## src/rtl/mem_access_unit.sv

```systemverilog
`default_nettype none
// ============================================================================
// Module   : mem_access_unit
// Purpose  : Bridges the EX/MEM pipeline register and the word-addressed data
//            memory. Turns byte-addressed MIPS loads/stores (LB/LBU/LH/LHU/LW,
//            SB/SH/SW) into word accesses: sub-word stores run as
//            read-modify-write, loaded lanes are extracted and extended.
//            Illegal, misaligned and out-of-range requests are rejected with
//            an o_done/o_error pulse and no memory activity.
// Ports    : i_clk, i_reset (sync, active-low)
//            i_valid/i_MemRead/i_MemWrite/i_Tamano/i_Unsigned/i_Direccion/
//            i_DatoRegistro : request, sampled only while idle
//            i_MemDato      : word returned by memory, one cycle after read
//            o_MemDireccion/o_MemDato/o_MemRead/o_MemWrite : memory side
//            o_DatoCargado  : formatted load result (held until next load)
//            o_done/o_error : one-cycle completion pulses
//            o_busy         : high while a request is in flight
// Notes    : lane handling assumes 32-bit words of four little-endian bytes.
// Revision : 1.0 - initial release
// ============================================================================
module mem_access_unit #(
    parameter int NBITS  = 32,
    parameter int CELDAS = 10
) (
    input  logic             i_clk,
    input  logic             i_reset,
    input  logic             i_valid,
    input  logic             i_MemRead,
    input  logic             i_MemWrite,
    input  logic [1:0]       i_Tamano,
    input  logic             i_Unsigned,
    input  logic [NBITS-1:0] i_Direccion,
    input  logic [NBITS-1:0] i_DatoRegistro,
    input  logic [NBITS-1:0] i_MemDato,
    output logic [NBITS-1:0] o_MemDireccion,
    output logic [NBITS-1:0] o_MemDato,
    output logic             o_MemRead,
    output logic             o_MemWrite,
    output logic [NBITS-1:0] o_DatoCargado,
    output logic             o_done,
    output logic             o_error,
    output logic             o_busy
);

    localparam logic [2:0] C_ST_IDLE = 3'd0;
    localparam logic [2:0] C_ST_RD   = 3'd1;
    localparam logic [2:0] C_ST_CAP  = 3'd2;
    localparam logic [2:0] C_ST_MRG  = 3'd3;
    localparam logic [2:0] C_ST_WR   = 3'd4;
    localparam logic [2:0] C_ST_ERR  = 3'd5;

    localparam logic [1:0] C_SZ_BYTE = 2'b00;
    localparam logic [1:0] C_SZ_HALF = 2'b01;
    localparam logic [1:0] C_SZ_WORD = 2'b11;

    localparam logic [NBITS-1:0] C_CELDAS    = NBITS'(CELDAS);
    localparam logic [NBITS-1:0] C_BYTE_MASK = {{(NBITS-8){1'b0}}, 8'hFF};
    localparam logic [NBITS-1:0] C_HALF_MASK = {{(NBITS-16){1'b0}}, 16'hFFFF};

    logic [2:0]       state_q, state_d;
    logic [NBITS-1:0] addr_q, addr_d;
    logic [NBITS-1:0] wdata_q, wdata_d;    // store data, later the merged word
    logic [1:0]       size_q, size_d;
    logic             uns_q, uns_d;
    logic             load_q, load_d;
    logic [NBITS-1:0] dato_q, dato_d;
    logic             done_q, done_d;
    logic             error_q, error_d;

    logic             w_illegal;
    logic             w_misalign;
    logic             w_range;
    logic [4:0]       w_lane_sh;
    logic [NBITS-1:0] w_lane_mask;
    logic [NBITS-1:0] w_merged;
    logic [7:0]       w_byte;
    logic [15:0]      w_half;
    logic [NBITS-1:0] w_load_val;

    // Request checks, evaluated on the live inputs at the accept edge.
    assign w_illegal  = (i_MemRead == i_MemWrite) || (i_Tamano == 2'b10);
    assign w_misalign = ((i_Tamano == C_SZ_HALF) && i_Direccion[0]) ||
                        ((i_Tamano == C_SZ_WORD) && (i_Direccion[1:0] != 2'b00));
    assign w_range    = (i_Direccion >> 2) >= C_CELDAS;

    // Bit offset of the addressed lane inside the word.
    assign w_lane_sh   = (size_q == C_SZ_BYTE) ? {addr_q[1:0], 3'b000}
                                               : {addr_q[1], 4'b0000};
    assign w_lane_mask = ((size_q == C_SZ_BYTE) ? C_BYTE_MASK : C_HALF_MASK) << w_lane_sh;
    // Keep the other lanes of the memory word, drop the store data into ours.
    assign w_merged    = (i_MemDato & ~w_lane_mask) | ((wdata_q << w_lane_sh) & w_lane_mask);

    always_comb begin
        w_byte = i_MemDato[7:0];
        case (addr_q[1:0])
            2'd0:    w_byte = i_MemDato[7:0];
            2'd1:    w_byte = i_MemDato[15:8];
            2'd2:    w_byte = i_MemDato[23:16];
            default: w_byte = i_MemDato[NBITS-1:24];
        endcase
    end

    assign w_half = addr_q[1] ? i_MemDato[NBITS-1:16] : i_MemDato[15:0];

    always_comb begin
        w_load_val = i_MemDato;
        case (size_q)
            C_SZ_BYTE: w_load_val = uns_q ? {{(NBITS-8){1'b0}}, w_byte}
                                          : {{(NBITS-8){w_byte[7]}}, w_byte};
            C_SZ_HALF: w_load_val = uns_q ? {{(NBITS-16){1'b0}}, w_half}
                                          : {{(NBITS-16){w_half[15]}}, w_half};
            default:   w_load_val = i_MemDato;
        endcase
    end

    always_comb begin
        state_d = state_q;
        addr_d  = addr_q;
        wdata_d = wdata_q;
        size_d  = size_q;
        uns_d   = uns_q;
        load_d  = load_q;
        dato_d  = dato_q;
        done_d  = 1'b0;
        error_d = 1'b0;
        case (state_q)
            C_ST_IDLE: begin
                if (i_valid) begin
                    addr_d  = i_Direccion;
                    wdata_d = i_DatoRegistro;
                    size_d  = i_Tamano;
                    uns_d   = i_Unsigned;
                    load_d  = i_MemRead;
                    if (w_illegal || w_misalign || w_range) begin
                        state_d = C_ST_ERR;
                    end else if (i_MemRead) begin
                        state_d = C_ST_RD;
                    end else if (i_Tamano == C_SZ_WORD) begin
                        state_d = C_ST_WR;       // full word: no read needed
                    end else begin
                        state_d = C_ST_RD;       // sub-word store: read first
                    end
                end
            end
            C_ST_RD: begin
                state_d = load_q ? C_ST_CAP : C_ST_MRG;
            end
            C_ST_CAP: begin
                dato_d  = w_load_val;
                done_d  = 1'b1;
                state_d = C_ST_IDLE;
            end
            C_ST_MRG: begin
                wdata_d = w_merged;
                state_d = C_ST_WR;
            end
            C_ST_WR: begin
                done_d  = 1'b1;
                state_d = C_ST_IDLE;
            end
            C_ST_ERR: begin
                done_d  = 1'b1;
                error_d = 1'b1;
                state_d = C_ST_IDLE;
            end
            default: begin
                state_d = C_ST_IDLE;
            end
        endcase
    end

    always_ff @(posedge i_clk) begin
        if (!i_reset) begin
            state_q <= C_ST_IDLE;
            addr_q  <= '0;
            wdata_q <= '0;
            size_q  <= 2'b00;
            uns_q   <= 1'b0;
            load_q  <= 1'b0;
            dato_q  <= '0;
            done_q  <= 1'b0;
            error_q <= 1'b0;
        end else begin
            state_q <= state_d;
            addr_q  <= addr_d;
            wdata_q <= wdata_d;
            size_q  <= size_d;
            uns_q   <= uns_d;
            load_q  <= load_d;
            dato_q  <= dato_d;
            done_q  <= done_d;
            error_q <= error_d;
        end
    end

    // Memory-side outputs depend only on state and latched registers.
    assign o_MemDireccion = {2'b00, addr_q[NBITS-1:2]};
    assign o_MemDato      = wdata_q;
    assign o_MemRead      = (state_q == C_ST_RD);
    assign o_MemWrite     = (state_q == C_ST_WR);
    assign o_DatoCargado  = dato_q;
    assign o_done         = done_q;
    assign o_error        = error_q;
    assign o_busy         = (state_q != C_ST_IDLE);

endmodule
`default_nettype wire

```

## config.mk

```make
export PLATFORM = sky130hd
export DESIGN_NAME = mem_access_unit
export DESIGN_NICKNAME = d
export VERILOG_FILES = /design/src/rtl/mem_access_unit.sv
export SDC_FILE = /design/constraint.sdc
export NUM_CORES = 1
export LEC_CHECK = 0
export CAP_MARGIN = 5
export CORE_MARGIN = 3
export CORE_UTILIZATION = 45
export DETAILED_ROUTE_END_ITERATION = 10
export PLACE_DENSITY = 0.85
export SLEW_MARGIN = 20
export SYNTH_ARGS = -nofsm -noshare
export SYNTH_HDL_FRONTEND = slang
export SYNTH_SLANG_ARGS = --single-unit
```

## constraint.sdc

```tcl
create_clock -name i_clk -period 1.9 [get_ports i_clk]
set_input_delay 0.19 -clock i_clk [delete_from_list [all_inputs] [get_ports i_clk]]
set_output_delay 0.19 -clock i_clk [all_outputs]
set_load 0.05 [all_outputs]
```

# Yosys cells after proc, flatten, opt, wreduce, memory -nomap -nowiden
# Index checks and enable logic that the tools add are counted.
[classes]
order_cmp = 1
eq_ne = 13
shifts = 2
mux = 17
bitwise_logic = 4
reduce_logical = 15
[op_table]
columns = ["op", "n"]
rows = [
  ["$pmux 32 s2", 2],
  ["$mux 32", 3],
  ["$and 32x32->32", 2],
  ["$mux 16", 2],
  ["$not 32->32", 1],
  ["$or 32x32->32", 1],
  ["$shl 16x5->32", 1],
  ["$shl 32x5->32", 1],
  ["$ge 30x4->1 const B", 1],
  ["$pmux 8 s3", 1],
  ["$mux 3", 4],
  ["$pmux 3 s3", 1],
  ["$eq 2x1->1 const B", 3],
  ["$eq 2x2->1 const B", 3],
  ["$eq 3x2->1 const B", 2],
  ["$eq 3x3->1 const B", 2],
  ["$logic_not 2->1", 2],
  ["$logic_or 1x1->1", 4],
  ["$mux 4", 1],
  ["$reduce_and 2->1", 2],
  ["$reduce_bool 2->1", 2],
  ["$eq 3x1->1 const B", 1],
  ["$logic_not 3->1", 1],
  ["$mux 1", 3],
  ["5 further kinds", 6],
]
[word_totals]
regBits = 105
input_bits = 104
output_inout_bits = 101
elab_cells = 61

# Logic depth before layout (Yosys ltp)
[logic_depth]
depth_word = 8
ltp_mapped = 7
depth_no_buf = 4

# Worst setup path after synthesis
# No wires, ideal clock.
[synth_timing]
path_kind = "flip-flop to flip-flop"
startpoint = "register state_q[1]"
endpoint = "register state_q[0]"
setup_time_ns = 0.074
arrival_ns = 2.082
slack_ns = -0.256
stages_incl_launch_ff = 6
path_cell_list = "dfxtp_1 > buf_6 > clkbuf_1 > nor3_1 > a21oi_1 > a31oi_1"
[synth_between]
elab_chain_cells = 2
elab_cells_between_ends = 5
cone_classes = "eq/ne (3); mux (1); reduce/logical (1)"
[synth_rtl]
columns = ["item", "line_no", "source"]
rows = [
  ["start, declared", "60", "logic [2:0] state_q, state_d;"],
  ["start signal, assigned", "184", "state_q <= state_d;"],
  ["$eq 3x1->1", "-", ""],
  ["net o_MemRead", "37", "output logic o_MemRead,"],
  ["$pmux 3 s3", "126", "case (state_q)"],
]
# The timed path passes the listed nets, and every way through them passes these cells.
# A chain may end at the register's enable or synchronous reset.

# Final worst setup path
[layout_timing]
startpoint = "register wdata_q[1] (netlist: o_MemDato[1])"
endpoint = "output o_MemDato[1]"
[layout_rtl]
columns = ["item", "line_no", "source"]
rows = [
  ["start, declared", "62", "logic [NBITS-1:0] wdata_q, wdata_d;"],
  ["start signal, assigned", "186", "wdata_q <= wdata_d;"],
  ["end, declared", "36", "output logic [NBITS-1:0] o_MemDato,"],
]
# No word-level cell between the ends.

==> results.toml <==
[outcome]
status = "finished clean"

[timing]
rsz0062_at_grt = "true"
worst_pin_slew_ns = 0.5636
finalMaxSlewViolations = 0
slew_headroom_pct = 62.17
post-route-min-period_ns = 1.869
timing.fmax_ghz = 0.5350
skew_ns = 0.009062
layout_setup_ws_ns = 0.03091
setup_viol = 0
finalCritPeriodShare_pct = 98.37
hold_slack_ns = 0.3450
finalHoldViolations = 0

[yosys]
async_flop_share_pct = 0
synth_cell_types = 58
synthTopCellsByArea = "dfxtp_1, nand2_1, buf_4, a21boi_1, o221ai_1"
syn_avg_cell_area_sq_um = 8.482
yosysMostFrequentCell = "nand2_1"
synth_top_area_cell = "dfxtp_1"
ys_ff_latch = 105
synth_common_cells = "nand2_1, dfxtp_1, buf_4"
syn_inst = 639
synth_top_area_share_pct = 38.78
synth-main-ff-cell = "dfxtp_1"
synth_edf_count = 0
ys_warn_count = 0
netlist_area_sq_um = 5420
ys_seq_area_share_pct = 38.78

[route]
vias_per_cell = 5.915
drtIter0Drc = 594
drt-total-wl_microns = 19470
drtAntennaViolNets = 0
drt_first_pass_iters = 5
vias = 5643
drc_errors = 0
wl_per_cell_microns = 20.41

[global_route]
grt.met3_usage_pct = 5.065
use_met1_pct = 36.12
antenna_found_initial = 2
grt_max_degree = 76
top_usage_layer = "met2"
grt_pass1_wl_microns = 29320
met2_usage_pct = 46.57
grtUsageTotal_pct = 28.18
grt_pass1_vias = 5462
overflow = 0

[clock_tree]
htree_num_levels = 3
insertion_delay_ns = 0.35
cts_root_buf = "clkbuf_16"
clkTransAtPathRegs_ns = 0.08
cts.path.max_buffers = 2
cts_buffers = 9
cts-hold-fix-buffers = 0
cts_sinks = 105
cts_resized = 1
cts_setup_buffers = 0
cts_tree = "done"

[cells_and_area]
syn_to_final_growth_pct = 43.37
antenna_cells = 0
fin_nets = 910
drive_gt1_share_pct = 12.21
finalNonFillerCells = 954
fillCellCount = 944

[power]
ir_drop_mv = 0.5437
p_leak_nw = 2.841
p_per_area_nw_per_um2 = 868.3

[critical_path]
endpoint_kind = "output pin"
rrSetupSlack_ns = 0.15
crit_fanout = 4
required_ns = 1.71
path_class = "register to output pin"
start_kind = "register"
cp_cell_sequence = "clkdlybuf4s50_1"
critPathSlowestCell = "clkdlybuf4s50_1"
timing.rr.start = "state_q[1]"
arrival_ns = 1.68
crit_path_max_incr_delay_ns = 0.86
reg2reg_to = "o_DatoCargado[27]"
r2r_cells = 6
cp_top_family = "buffers and inverters"
critical_path_buf_inv_count = 1

[worst_hold_path]
hold_depth = 4
worstHoldStart = "i_reset"
hold_class = "input pin to register"

[floorplanning]
die_area_sq_um = 13400
die_y_microns = 115.8
chipWidth_microns = 115.8
core_sq_um = 11610
row_count = 39
io_pins = 205
start_util_pct = 46.67

[placed_design]
globalplace.congestion = 0.9820
dp.cells = 938
dp_hpwl_microns = 14620
io_buffers = 202
pre_cts_slack_ns = 0.006938

[job]
cap_violations = 0
routing by layer:
metal	routed length [microns]	up-vias	share of wire (%)
met2	9259	314	48
met1	7861	2663	40
met3	1636	60	8.4
met4	699	2	3.6
li1	-	2604	-
met5	12	-	0.062
final cells by class:
class                   count  area (sq um)  share of cell area, %
well taps                 143         178.9                  2.302
repair buffers            234          2338                  30.09
flip-flops and latches    105          2102                  27.05
clock inverters             7         81.33                  1.047
inverters                  14         52.55                 0.6762
multi-input cells         442          2793                  35.94
clock buffers               9         225.2                  2.898
cells in the final DEF (no fill, tap or decap), types with 12 or more instances in the layout:
master and count:
o221ai_1 24, dfxtp_1 105, buf_4 28, o22ai_1 12, nor2_1 24, a21oi_2 21
clkdlybuf4s50_1 196, a211oi_1 13, a21boi_1 30, a21oi_1 34, o21ai_0 31, nand2_1 110
logic make-up (layout without fill, tap and decap cells):
kind of cell,after synthesis,in the layout,share of synthesized area [%]
AO/OA/AOI/OAI,220,220,29.36
AND/OR/NAND/NOR,202,202,18.10
flip-flops,105,105,38.78
XOR/XNOR,1,1,0.1616
multiplexers,17,17,3.393
buffers and inverters,93,264,10.13
other,1,2,0.06919
metrics by stage:
stage / area [sq um] / total power, mW / util, % / setup TNS [ns]
2_1_floorplan: 5429 / 3.998 / - / 0
3_3_place_gp: 7448 / 4.790 / 64.13 / 0
3_5_place_dp: 7448 / 4.832 / 64.13 / 0
4_1_cts: 7754 / 6.753 / 66.76 / 0
5_1_grt: 7771 / 7.003 / 66.91 / -0.01169
6_report: 7771 / 6.748 / 66.91 / 0
worst max path at each step:
stage	startpoint	end	slack, ns	cells after the start
3_3_place_gp	i_MemDato[31]	o_DatoCargado[7]	0.03	5
2_1_floorplan	state_q[1]	state_q[0]	0.24	5
4_1_cts	state_q[0]	o_MemRead	0.008	4
3_5_place_dp	i_valid	addr_q[0]	0.007	5
5_1_grt	addr_q[1]	o_DatoCargado[7]	-0.01	4
6_report	o_MemDato[1]	o_MemDato[1]	0.03	1
power breakdown:
| group | internal [mW] | total, mW | switching, mW | leakage [nW] |
|---|---|---|---|---|
| clock | 1.05 | 1.93 | 0.885 | 0.153 |
| combinational | 0.876 | 2.26 | 1.38 | 1.83 |
| sequential | 2.39 | 2.55 | 0.161 | 0.861 |
No activity file was read; power rests on OpenSTA's default activity.
